===== src/rtl/dispense_pkg.sv =====
`default_nettype none
// ============================================================================
// Module   : dispense_pkg
// Purpose  : Shared types and constants for the pill-dispenser scheduler:
//            FSM state encoding, slot index constants, default timing and a
//            helper that packs the three slot pulses into an indexed vector.
// Ports    : (package, none)
// Revision : 1.0  initial release
// ============================================================================
package dispense_pkg;

  typedef enum logic [1:0] {
    ST_IDLE = 2'd0,
    ST_FIRE = 2'd1,
    ST_GAP  = 2'd2
  } state_t;

  // Bit positions of the slot pulses inside the packed slot vector
  localparam int c_slot_m = 0;
  localparam int c_slot_a = 1;
  localparam int c_slot_e = 2;

  // Defaults for a 50 MHz clock: 1 s actuator pulse, 100 ms guard gap
  localparam int c_pulse_cycles_dflt = 50_000_000;
  localparam int c_gap_cycles_dflt   = 5_000_000;
  localparam int c_cnt_w_dflt        = 26;

  function automatic logic [2:0] slot_vec(input logic m, input logic a, input logic e);
    logic [2:0] v;
    v           = '0;
    v[c_slot_m] = m;
    v[c_slot_a] = a;
    v[c_slot_e] = e;
    return v;
  endfunction

endpackage
`default_nettype wire


===== src/rtl/dispense_scheduler_rr_arbiter.sv =====
`default_nettype none
// ============================================================================
// Module   : rr_arbiter
// Purpose  : Combinational round-robin picker. Searches req starting one
//            position after 'last', ascending with wrap; first set bit wins.
// Ports    : req       in  N        request bits
//            last      in  log2(N)  index of the previous grant
//            gnt_idx   out log2(N)  winning index (0 when none)
//            gnt_valid out 1        any request present
// Revision : 1.0  initial release
// ============================================================================
module rr_arbiter #(
  parameter int N     = 2,
  parameter int IDX_W = (N > 1) ? $clog2(N) : 1
) (
  input  logic [N-1:0]     req,
  input  logic [IDX_W-1:0] last,
  output logic [IDX_W-1:0] gnt_idx,
  output logic             gnt_valid
);

  // Walk from the lowest priority (k=N, i.e. 'last' itself) to the highest
  // (k=1); later hits overwrite earlier ones so the highest priority wins.
  always_comb begin
    gnt_idx   = '0;
    gnt_valid = 1'b0;
    for (int k = N; k >= 1; k--) begin
      if (req[(int'(last) + k) % N]) begin
        gnt_idx   = IDX_W'((int'(last) + k) % N);
        gnt_valid = 1'b1;
      end
    end
  end

endmodule
`default_nettype wire


===== src/rtl/dispense_scheduler.sv =====
`default_nettype none
// ============================================================================
// Module   : dispense_scheduler
// Purpose  : Queues slot/manual dose requests per dispenser and drives one
//            actuator at a time (pulse, then all-off guard gap), granting
//            round-robin so the shared supply never powers two solenoids.
// Ports    : CLOCK_50    in  1       system clock
//            reset       in  1       async active-low reset
//            morningP/afternoonP/eveningP in 1  slot-reached pulses
//            sched_m/a/e in  N_DISP  per-dispenser slot enables
//            manual_req  in  N_DISP  immediate dose request pulses
//            hold        in  1       inhibit new dispenses
//            gpio_out    out N_DISP  actuator drive (one-hot or zero)
//            pending     out N_DISP  queued requests
//            busy        out 1       FIRE or GAP in progress
//            done        out 1       pulse in first GAP cycle
//            overrun     out N_DISP  sticky duplicate-request flags
// Revision : 1.0  initial release
// ============================================================================
module dispense_scheduler
  import dispense_pkg::*;
#(
  parameter int N_DISP       = 2,
  parameter int PULSE_CYCLES = c_pulse_cycles_dflt,
  parameter int GAP_CYCLES   = c_gap_cycles_dflt,
  parameter int CNT_W        = c_cnt_w_dflt
) (
  input  logic              CLOCK_50,
  input  logic              reset,
  input  logic              morningP,
  input  logic              afternoonP,
  input  logic              eveningP,
  input  logic [N_DISP-1:0] sched_m,
  input  logic [N_DISP-1:0] sched_a,
  input  logic [N_DISP-1:0] sched_e,
  input  logic [N_DISP-1:0] manual_req,
  input  logic              hold,
  output logic [N_DISP-1:0] gpio_out,
  output logic [N_DISP-1:0] pending,
  output logic              busy,
  output logic              done,
  output logic [N_DISP-1:0] overrun
);

  localparam int IDX_W = $clog2(N_DISP);
  localparam logic [CNT_W-1:0] c_pulse_last = CNT_W'(PULSE_CYCLES - 1);
  localparam logic [CNT_W-1:0] c_gap_last   = CNT_W'(GAP_CYCLES - 1);
  localparam logic [IDX_W-1:0] c_last_rst   = IDX_W'(N_DISP - 1);

  state_t             r_state;
  logic [CNT_W-1:0]   r_timer;
  logic [IDX_W-1:0]   r_last_grant;
  logic [N_DISP-1:0]  r_pending;
  logic [N_DISP-1:0]  r_overrun;
  logic [N_DISP-1:0]  r_gpio;
  logic               r_done;

  logic [2:0]         w_slots;
  logic [N_DISP-1:0]  w_req;
  logic [IDX_W-1:0]   w_gnt_idx;
  logic               w_gnt_valid;
  logic               w_grant;
  logic [N_DISP-1:0]  w_gnt_onehot;
  logic [N_DISP-1:0]  w_clear;

  assign w_slots = slot_vec(morningP, afternoonP, eveningP);
  assign w_req   = (w_slots[c_slot_m] ? sched_m : '0)
                 | (w_slots[c_slot_a] ? sched_a : '0)
                 | (w_slots[c_slot_e] ? sched_e : '0)
                 | manual_req;

  rr_arbiter #(.N(N_DISP), .IDX_W(IDX_W)) u_arb (
    .req       (r_pending),
    .last      (r_last_grant),
    .gnt_idx   (w_gnt_idx),
    .gnt_valid (w_gnt_valid)
  );

  assign w_grant      = (r_state == ST_IDLE) && w_gnt_valid && !hold;
  assign w_gnt_onehot = N_DISP'(1) << w_gnt_idx;
  // The granted bit is cleared before new requests are ORed in, so a request
  // for the same dispenser in the grant cycle keeps it queued.
  assign w_clear      = w_grant ? w_gnt_onehot : '0;

  always_ff @(posedge CLOCK_50 or negedge reset) begin
    if (!reset) begin
      r_state      <= ST_IDLE;
      r_timer      <= '0;
      r_last_grant <= c_last_rst;
      r_pending    <= '0;
      r_overrun    <= '0;
      r_gpio       <= '0;
      r_done       <= 1'b0;
    end else begin
      r_pending <= (r_pending & ~w_clear) | w_req;
      r_overrun <= r_overrun | (w_req & r_pending);
      r_done    <= 1'b0;
      case (r_state)
        ST_IDLE: begin
          if (w_grant) begin
            r_state      <= ST_FIRE;
            r_timer      <= '0;
            r_last_grant <= w_gnt_idx;
            r_gpio       <= w_gnt_onehot;
          end
        end
        ST_FIRE: begin
          if (r_timer == c_pulse_last) begin
            r_state <= ST_GAP;
            r_timer <= '0;
            r_gpio  <= '0;
            r_done  <= 1'b1;
          end else begin
            r_timer <= r_timer + 1'b1;
          end
        end
        ST_GAP: begin
          if (r_timer == c_gap_last) begin
            r_state <= ST_IDLE;
            r_timer <= '0;
          end else begin
            r_timer <= r_timer + 1'b1;
          end
        end
        default: begin
          r_state <= ST_IDLE;
          r_timer <= '0;
          r_gpio  <= '0;
        end
      endcase
    end
  end

  assign gpio_out = r_gpio;
  assign pending  = r_pending;
  assign overrun  = r_overrun;
  assign done     = r_done;
  assign busy     = (r_state != ST_IDLE);

endmodule
`default_nettype wire


===== config.mk =====
export PLATFORM = sky130hd
export DESIGN_NAME = dispense_scheduler
export DESIGN_NICKNAME = d
export VERILOG_FILES = /design/src/rtl/dispense_pkg.sv /design/src/rtl/dispense_scheduler_rr_arbiter.sv /design/src/rtl/dispense_scheduler.sv
export SDC_FILE = /design/constraint.sdc
export NUM_CORES = 1
export LEC_CHECK = 0
export CORE_MARGIN = 8
export CORE_UTILIZATION = 52
export CTS_BUF_LIST = sky130_fd_sc_hd__clkbuf_8
export DETAILED_ROUTE_END_ITERATION = 7
export GPL_TIMING_DRIVEN = 0
export PLACE_DENSITY = 0.75
export SLEW_MARGIN = 30
export SYNTH_ARGS = -nofsm -noshare
export SYNTH_HDL_FRONTEND = slang
export SYNTH_SLANG_ARGS = --single-unit

===== constraint.sdc =====
create_clock -name CLOCK_50 -period 2.2 [get_ports CLOCK_50]
set_clock_uncertainty 0.1 [all_clocks]
set_input_delay 0.44 -clock CLOCK_50 [delete_from_list [all_inputs] [get_ports CLOCK_50]]
set_output_delay 0.44 -clock CLOCK_50 [all_outputs]
set_load 0.05 [all_outputs]

; Word-level counts from Yosys, hierarchy flattened
; Cells that the tools add are included.
[word_totals]
reg_bits = 36
inputBits = 14
word_cells = 66
[classes]
add_sub_neg = 3
order_cmp = 2
eq_ne = 7
shift = 1
mux = 27
bitwise = 11
reduce_logical = 8
[ops]
columns = op, n
row1 = $mux W26, 3
row2 = $pmux W26 S3, 1
row3 = $add A26 B1 Y26 const B, 1
row4 = $eq A26 B23 Y1 const B, 1
row5 = $eq A26 B26 Y1 const B, 1
row6 = $mux W2, 9
row7 = $mux W1, 12
row8 = $pmux W2 S3, 2
row9 = $or A2 B2 Y2, 5
row10 = $lt A2 B3 Y1 const B, 2
row11 = $ne A2 B2 Y1 const B, 3
row12 = $reduce_and A3 Y1, 2
row13 = $and A2 B2 Y2, 2
row14 = $add A1 B1 Y1 const B, 2
row15 = $and A1 B1 Y1 const A, 2
row16 = $eq A2 B1 Y1 const B, 1
row17 = $eq A2 B2 Y1 const B, 1
row18 = $logic_and A1 B1 Y1, 2
row19 = $logic_not A2 Y1, 1
row20 = $not A2 Y2, 1
row21 = $reduce_and A2 Y1, 1
row22 = $reduce_bool A2 Y1, 1
row23 = $shl A1 B1 Y2 const A, 1
row24 = $logic_not A1 Y1, 1
row25 = $not A1 Y1, 1

; Longest topological paths before layout
; Gate-level depths: netlist of run 1.
[depth]
word_depth = 13
depth_mapped = 7
depth_no_buf = 6

; Cells and area by module
; A second synthesis of run 1 with hierarchy kept.
[unflattened]
cells_unflattened = 225
hier_area_um2 = 2108.3
[modules_own_cells]
columns = module, instances, cells_each, area_each_um2
row1 = dispense_scheduler, 1, 223, 2094.5
row2 = rr_arbiter, 1, 2, 13.8

; Worst setup path before layout of run 1
; No wires, ideal clock.
[synth_timing]
kind = reg2reg
startpoint = register r_timer[11]
endpoint = register r_gpio[0], in the netlist gpio_out[0]
t_arrival_ns = 2.070
path_slack_ns = -0.095
stages_incl_launch_ff = 6
n_path_buf = 0
synth_period_minus_slack_ns = 2.295
cell_sequence = dfrtp_1 or4b_4 nor4_4 a21boi_2 or3_4 mux2_4
[synth_between]
elab_chain_cells = 3
[synth_lines]
columns = element, line_no
row1 = from (decl), dispense_scheduler.sv:51  ; logic [CNT_W-1:0] r_timer;
row2 = from (signal assigned), dispense_scheduler.sv:114  ; r_timer <= r_timer + 1'b1;
row3 = from (signal assigned), dispense_scheduler.sv:122  ; r_timer <= r_timer + 1'b1;
row4 = $eq A26 B26 Y1, dispense_scheduler.sv:108  ; if (r_timer == c_pulse_last) begin
row5 = $ne A2 B2 Y1 (no source line), n/a
row6 = $reduce_and A3 Y1 (no source line), n/a
row7 = to (signal assigned), dispense_scheduler.sv:104  ; r_gpio <= w_gnt_onehot;
row8 = to (decl), dispense_scheduler.sv:55  ; logic [N_DISP-1:0] r_gpio;
; Every way passes these cells.
; A chain may end at the register's enable or synchronous reset.

; Worst setup path after layout of run 1
[layout_timing]
startpoint = register r_timer[10]
endpoint = register r_timer[14]
[layout_between]
elab_chain_cells = 3
word_cells_on_any_way = 6
cone_classes = add/sub (1) / eq/ne (2) / mux (3)
[layout_lines]
columns = element, line_no
row1 = $add A26 B1 Y26 (tied with other cells), "dispense_scheduler.sv:114, dispense_scheduler.sv:122"
row2 = $mux W26 (on tied branches), "dispense_scheduler.sv:118, dispense_scheduler.sv:108"
row3 = $pmux W26 S3 *, dispense_scheduler.sv:98  ; case (r_state)
; Every way passes the cells marked *; elsewhere a longest branch is shown, timed or not.

==> results.json, run 1 <==
{
  "path_class": "reg2reg",
  "nets": 269,
  "num-fill-cells": 273,
  "portBuffers": 21,
  "ys_async_sr_fraction_pct": 100,
  "grt_usage_pct": 16.8,
  "busiest_layer": "met2",
  "maxSlewViolCount": 0,
  "die_x_um": 78.3,
  "synth-seq-cells": 36,
  "status": "finished, violations left",
  "rsz0062_at_grt": "yes",
  "grt_pass1_wl_um": 8310,
  "grt_overflow": 0,
  "grt_max_degree": 21,
  "fin_ws_ps": -108,
  "grt_use_met1_pct": 21.1,
  "crit_fanout": 5,
  "die_h_um": 78.3,
  "crit_arrival_ps": 2350,
  "cap_violations": 0,
  "core-area_um2": 3690,
  "dpl-instance-area_um2": 2320,
  "die-area_um2": 6130,
  "ant_nets": 0,
  "slew-limit-headroom_pct": 55.9,
  "syn_nets": 225,
  "cp-start-kind": "flop",
  "gp_congestion": 0.853,
  "grt_antenna_before_repair": 0,
  "r2r_end": "r_timer[14]",
  "whs_path_depth": 1,
  "synth_area_per_cell_um2": 9.80,
  "synthXorXnorAreaFrac_pct": 8.68,
  "dp_hpwl_um": 3590,
  "grtUsageMet3_pct": 3.76,
  "layout-drive-gt1-share_pct": 22.7,
  "endpoint_kind": "flop",
  "violations": "setup timing",
  "drt_iter0_markers": 148,
  "via_per_inst": 5.92,
  "whs_ps": 358,
  "setup_viol": 27,
  "ff2ff_setup_slack_ps": -110,
  "clkLatencyLatePin_ps": 290,
  "final.min_clock_period_ps": 2310,
  "wl_per_cell_um": 17.9,
  "max-vdd-ir-drop_uv": 698,
  "fin_crit_sh_pct": 105,
  "gr-usage-met2_pct": 27.3,
  "rr_startpoint": "r_timer[10]",
  "crit_required_ps": 2240,
  "wirelength_um": 5350,
  "area_delta_synth_final_pct": 32.1,
  "numCtsBuffers": 5,
  "ioPinCount": 22,
  "power.leakage_nw": 1.09,
  "clk_pin_slew_ps": 70,
  "powerDensity_nw_per_um2": 808,
  "design_area_um2": 2670,
  "fin_cells": 299,
  "synth_flop_cell": "dfrtp_1",
  "ys_seq_area_share_pct": 44.7,
  "synth_edf_count": 0,
  "synth-compound-area-share_pct": 15.0,
  "synth_cells": 206,
  "hold_class": "reg2reg",
  "worst_pin_slew_ps": 652,
  "hold_viol": 0,
  "dpl.cell_count": 276,
  "synth_top_family_by_area": "simple AND/OR/NAND/NOR gates",
  "cts-root-buf": "clkbuf_8",
  "h-tree-depth": 2,
  "synthMuxAreaShare_pct": 2.05,
  "yosys_warnings": 0,
  "clock-sinks": 36,
  "yosys.area_share.simple_pct": 24.3,
  "rows": 22,
  "cts_tree": "built",
  "reg2reg_depth": 7,
  "synth_fa_ha_area_share_pct": 3.10,
  "start_util_pct": 54.7,
  "mappedNetlistArea_um2": 2020,
  "fmax_mhz": 433,
  "clock_path_buffers": 2,
  "vias": 1769,
  "drc": 0,
  "drt_pre_antenna_iters": 4,
  "first_global_vias": 1692,
  "synth_cell_types": 47,
  "num_antenna_cells": 0,
  "hold_start": "overrun[0]",
  "min_to": "overrun[0]"
}
registers in the layout, summed over array words and instances (netlist names):
name and cells:
r_state 2, r_timer 26, done 1, gpio_out 2, overrun 2, r_last_grant 1
pending 2
stage by stage:
| stage | power [W] | TNS, ps | util [%] | setup slack [ps] |
|---|---|---|---|---|
| final | 0.00216 | -2220 | 72.3 | -108 |
| after detailed placement | 0.00145 | -10690 | 62.9 | -473 |
| after global placement | 0.00141 | -17190 | 62.2 | -487 |
| after CTS | 0.00206 | -4440 | 68.9 | -221 |
| after global routing | 0.00225 | -3480 | 72.3 | -160 |
| after floorplan | 0.00123 | -77.7 | - | -38.9 |
how the worst max path moves through the flow:
| stage | from | end | slack, ps | cells after the start |
|---|---|---|---|---|
| final | r_timer[10] | r_timer[14] | -110 | 7 |
| after global routing | r_timer[10] | r_timer[19] | -160 | 7 |
| after CTS | r_timer[10] | gpio_out[0] | -220 | 6 |
| after detailed placement | hold | r_timer[23] | -470 | 7 |
| after global placement | hold | r_timer[14] | -490 | 7 |
| after floorplan | r_timer[10] | gpio_out[0] | -40 | 5 |
critical path, cell delays in order (launching register included):
cell     delay, ps
dfrtp_2        440
or4b_4         560
nor4_4         130
buf_4          190
a41oi_4        160
o21ai_4        330
buf_6          180
a21oi_1         70
area by class of cell:
class                      instances  area (um^2)  share of cell area [%]
multi-input combinational        159         1190                    44.8
buffer                             6         38.8                    1.45
timing repair buffer              37          368                    13.8
clock buffer                       5         68.8                    2.58
clock inverter                     3         11.3                   0.422
tap                               48         60.1                    2.25
sequential                        36          907                    34.0
inverter                           5         18.8                   0.704
Yosys cell counts (4+ instances only):
cell | instances | area, um^2
and3_1 | 7 | 43.8
o21ai_0 | 5 | 25.0
a21oi_1 | 25 | 125
dfrtp_1 | 35 | 876
xor2_1 | 17 | 149
inv_1 | 5 | 18.8
ha_1 | 5 | 62.6
nand2_1 | 22 | 82.6
o211ai_1 | 4 | 30.0
nand4_1 | 11 | 68.8
nor3_1 | 8 | 40.0
clkbuf_1 | 4 | 15.0
nand3_1 | 11 | 55.1
repair_timing:
item                                   in CTS  in global routing
pin swaps                                   6                 14
endpoints found under the hold margin       4                  0
gates resized for setup                    22                 23
gates cloned                                2                  0
setup buffers                               6                  6
setup endpoints to repair                  31                 31
hold buffers                                1                  0
layer usage:
metal | up-vias | part of all wire [%]
met5 | - | 0
met2 | 50 | 51
li1 | 844 | -
met3 | 9 | 4.9
met1 | 866 | 43
met4 | 0 | 1.3
cells in the final DEF, fill, tap and decap left out, types with 7 or more instances in the layout:
cell and n:
buf_6 7, nand2_1 22, buf_4 9, nand4_1 11, inv_1 8, nand3_1 10
xor2_1 17, and3_1 7, clkdlybuf4s50_1 19, a21oi_1 19, dfrtp_1 31
logic make-up after synthesis:
kind of cell,Yosys count
compound gates,49
mux,3
flops,36
simple gates,82
buf+inv,11
xor+xnor,20
fa+ha+maj,5
power breakdown:
part	total [W]	leakage, nW	internal [W]	switching [W]
clock	0.000443	0.0519	0.000211	0.000232
sequential	0.000771	0.467	0.000720	0.0000504
combinational	0.000941	0.570	0.000406	0.000536
total	0.00216	1.09	0.00134	0.000818
No activity file was read; power rests on OpenSTA's default activity.
==> run 2, diff against run 1 <==
CORE_UTILIZATION = 59   (was 52)
CTS_CLUSTER_SIZE = 28   (was not set)
DONT_BUFFER_PORTS = 1   (was not set)
PLACE_DENSITY = 0.76   (was 0.75)
==> results.json, run 2 (synthesis results as in run 1) <==
{
  "clkPwrFrac_pct": 22.9,
  "clk_pin_slew_ps": 70,
  "seqPwrFrac_pct": 40.2,
  "clock-sinks": 36,
  "fin_ws_ps": -186,
  "area_delta_synth_final_pct": 20.6,
  "slew-limit-headroom_pct": 59.6,
  "cp_slowest_stage_delay_ps": 530,
  "h-tree-depth": 2,
  "portBuffers": 0,
  "top_register": "r_timer",
  "worst_pin_slew_ps": 597,
  "cp-start-kind": "flop",
  "crit_required_ps": 2250,
  "r2r_end": "r_timer[12]",
  "status": "finished, violations left",
  "grt_antenna_before_repair": 0,
  "drt_pre_antenna_iters": 6,
  "core-area_um2": 3310,
  "endpoint_kind": "flop",
  "cts-root-buf": "clkbuf_8",
  "hold_start": "manual_req[1]",
  "numCtsBuffers": 5,
  "powerDensity_nw_per_um2": 851,
  "crit_arrival_ps": 2430,
  "ioPinCount": 22,
  "power.leakage_nw": 1.01,
  "clkLatencyLatePin_ps": 290,
  "start_util_pct": 61.0,
  "setup_viol": 29,
  "dp_hpwl_um": 3260,
  "hold_viol": 0,
  "startpoint": "r_timer[16]",
  "gp_congestion": 0.857,
  "drt_iter0_markers": 254,
  "die_h_um": 74.5,
  "register_area_um2": 906,
  "layout_commonest_cell": "dfrtp_1",
  "via_per_inst": 6.39,
  "dpl-instance-area_um2": 2080,
  "maxSlewViolCount": 0,
  "grt_usage_pct": 19.2,
  "rows": 21,
  "ff2ff_setup_slack_ps": -190,
  "first_global_vias": 1654,
  "fmax_mhz": 419,
  "grt_pass1_wl_um": 8110,
  "cap_violations": 0,
  "reg2reg_depth": 6,
  "grt_max_degree": 37,
  "grt_overflow": 0,
  "final.min_clock_period_ps": 2390,
  "num_antenna_cells": 0,
  "vias": 1763,
  "hold_class": "in2reg",
  "wl_per_cell_um": 18.2,
  "cp_cell_sequence": "or4b_4, nor4_4, a41oi_4, o21ai_4, buf_6, a21oi_1",
  "violations": "setup timing",
  "whs_path_depth": 3,
  "multi_input_area_um2": 1160,
  "internal_power_w": 0.00129,
  "max-vdd-ir-drop_uv": 610,
  "drc": 0,
  "nets": 248,
  "crit_fanout": 5,
  "rr_startpoint": "r_timer[16]",
  "p_sw_w": 0.000782,
  "place_ws_ps": -429,
  "crit_slowest_cell": "or4b_4",
  "cts_tree": "built",
  "layout-drive-gt1-share_pct": 23.0,
  "die_x_um": 74.5,
  "num-fill-cells": 233,
  "p_comb_share_pct": 36.9,
  "die-area_um2": 5550,
  "rsz0062_at_grt": "yes",
  "worstSetupEndpoint": "r_timer[12]",
  "design_area_um2": 2430,
  "path_class": "reg2reg",
  "sw_frac_of_total_pct": 37.7,
  "ant_nets": 0,
  "wirelength_um": 5030,
  "largest_reg_flops": 26,
  "whs_ps": 269,
  "clock_path_buffers": 2,
  "fin_crit_sh_pct": 108,
  "layout_common_cells": "dfrtp_1, nand2_1, a21oi_1, xor2_1, nand4_1"
}
## run 2: cell types whose count changed in the layout (fill, tap and decap cells not counted), moves of 2 or more
| cell | previous run | this run |
|---|---|---|
| ha_1 | 3 | 5 |
| clkdlybuf4s50_1 | 19 | 0 |
| o21ai_1 | 2 | 0 |
| ha_2 | 2 | 0 |
## run 2: layout make-up
class                   instances  share of cell area (%)
flip-flops and latches         36                    37.2
clock inverters                 2                   0.308
multi-input cells             159                    47.9
repair buffers                 16                    6.48
clock buffers                   6                    3.39
plain buffers                   6                    1.59
inverters                       5                   0.771
well taps                      46                    2.37
## run 2: worst max-delay path: cells and delay by family (launching register included)
family                 cells  cell delay (ps)
and+or+nand+nor            2              880
AOI/OAI and AO/OA          3              640
DFF                        1              440
buffers and inverters      1              180
## run 2: metal layers
metal | routed length (um) | up-vias | global-route usage [%]
met1 | 2140 | 868 | 25.6
met5 | 0 | - | 0
met4 | 75 | 0 | 8.26
li1 | - | 801 | -
met3 | 353 | 10 | 4.45
met2 | 2460 | 84 | 29.0
## run 2: worst min path at each step
stage / endpoint / slack [ps]
2_1_floorplan: done / 40
3_3_place_gp: r_timer[13] / 50
3_5_place_dp: r_timer[13] / 50
4_1_cts: pending[1] / 270
5_1_grt: pending[1] / 280
6_report: pending[1] / 270
## run 2: power by group through the flow
stage	Clock [W]	Sequential (W)	Combinational [W]
2_1_floorplan	0	0.000827	0.000400
3_3_place_gp	0	0.000836	0.000471
3_5_place_dp	0	0.000841	0.000498
4_1_cts	0.000483	0.000829	0.000652
5_1_grt	0.000511	0.000838	0.000830
6_report	0.000476	0.000833	0.000764
## run 2: timing repair
item | in CTS | in global routing
resized for setup | 19 | 18
endpoints found under the hold margin | 36 | 0
gates cloned | 0 | 2
pin swaps | 10 | 9
setup buffers | 6 | 6
hold buffers | 2 | 0
setup endpoints to repair | 30 | 30
## run 2: through the flow
step / std cells / utilization [%] / power, W / TNS (ps)
floorplan: 206 / - / 0.00123 / -77.7
global placement: 252 / 62.9 / 0.00131 / -7030
detailed placement: 252 / 62.9 / 0.00134 / -8740
CTS: 268 / 70.2 / 0.00196 / -4270
global route: 276 / 73.5 / 0.00218 / -6260
finish: 276 / 73.5 / 0.00207 / -4590
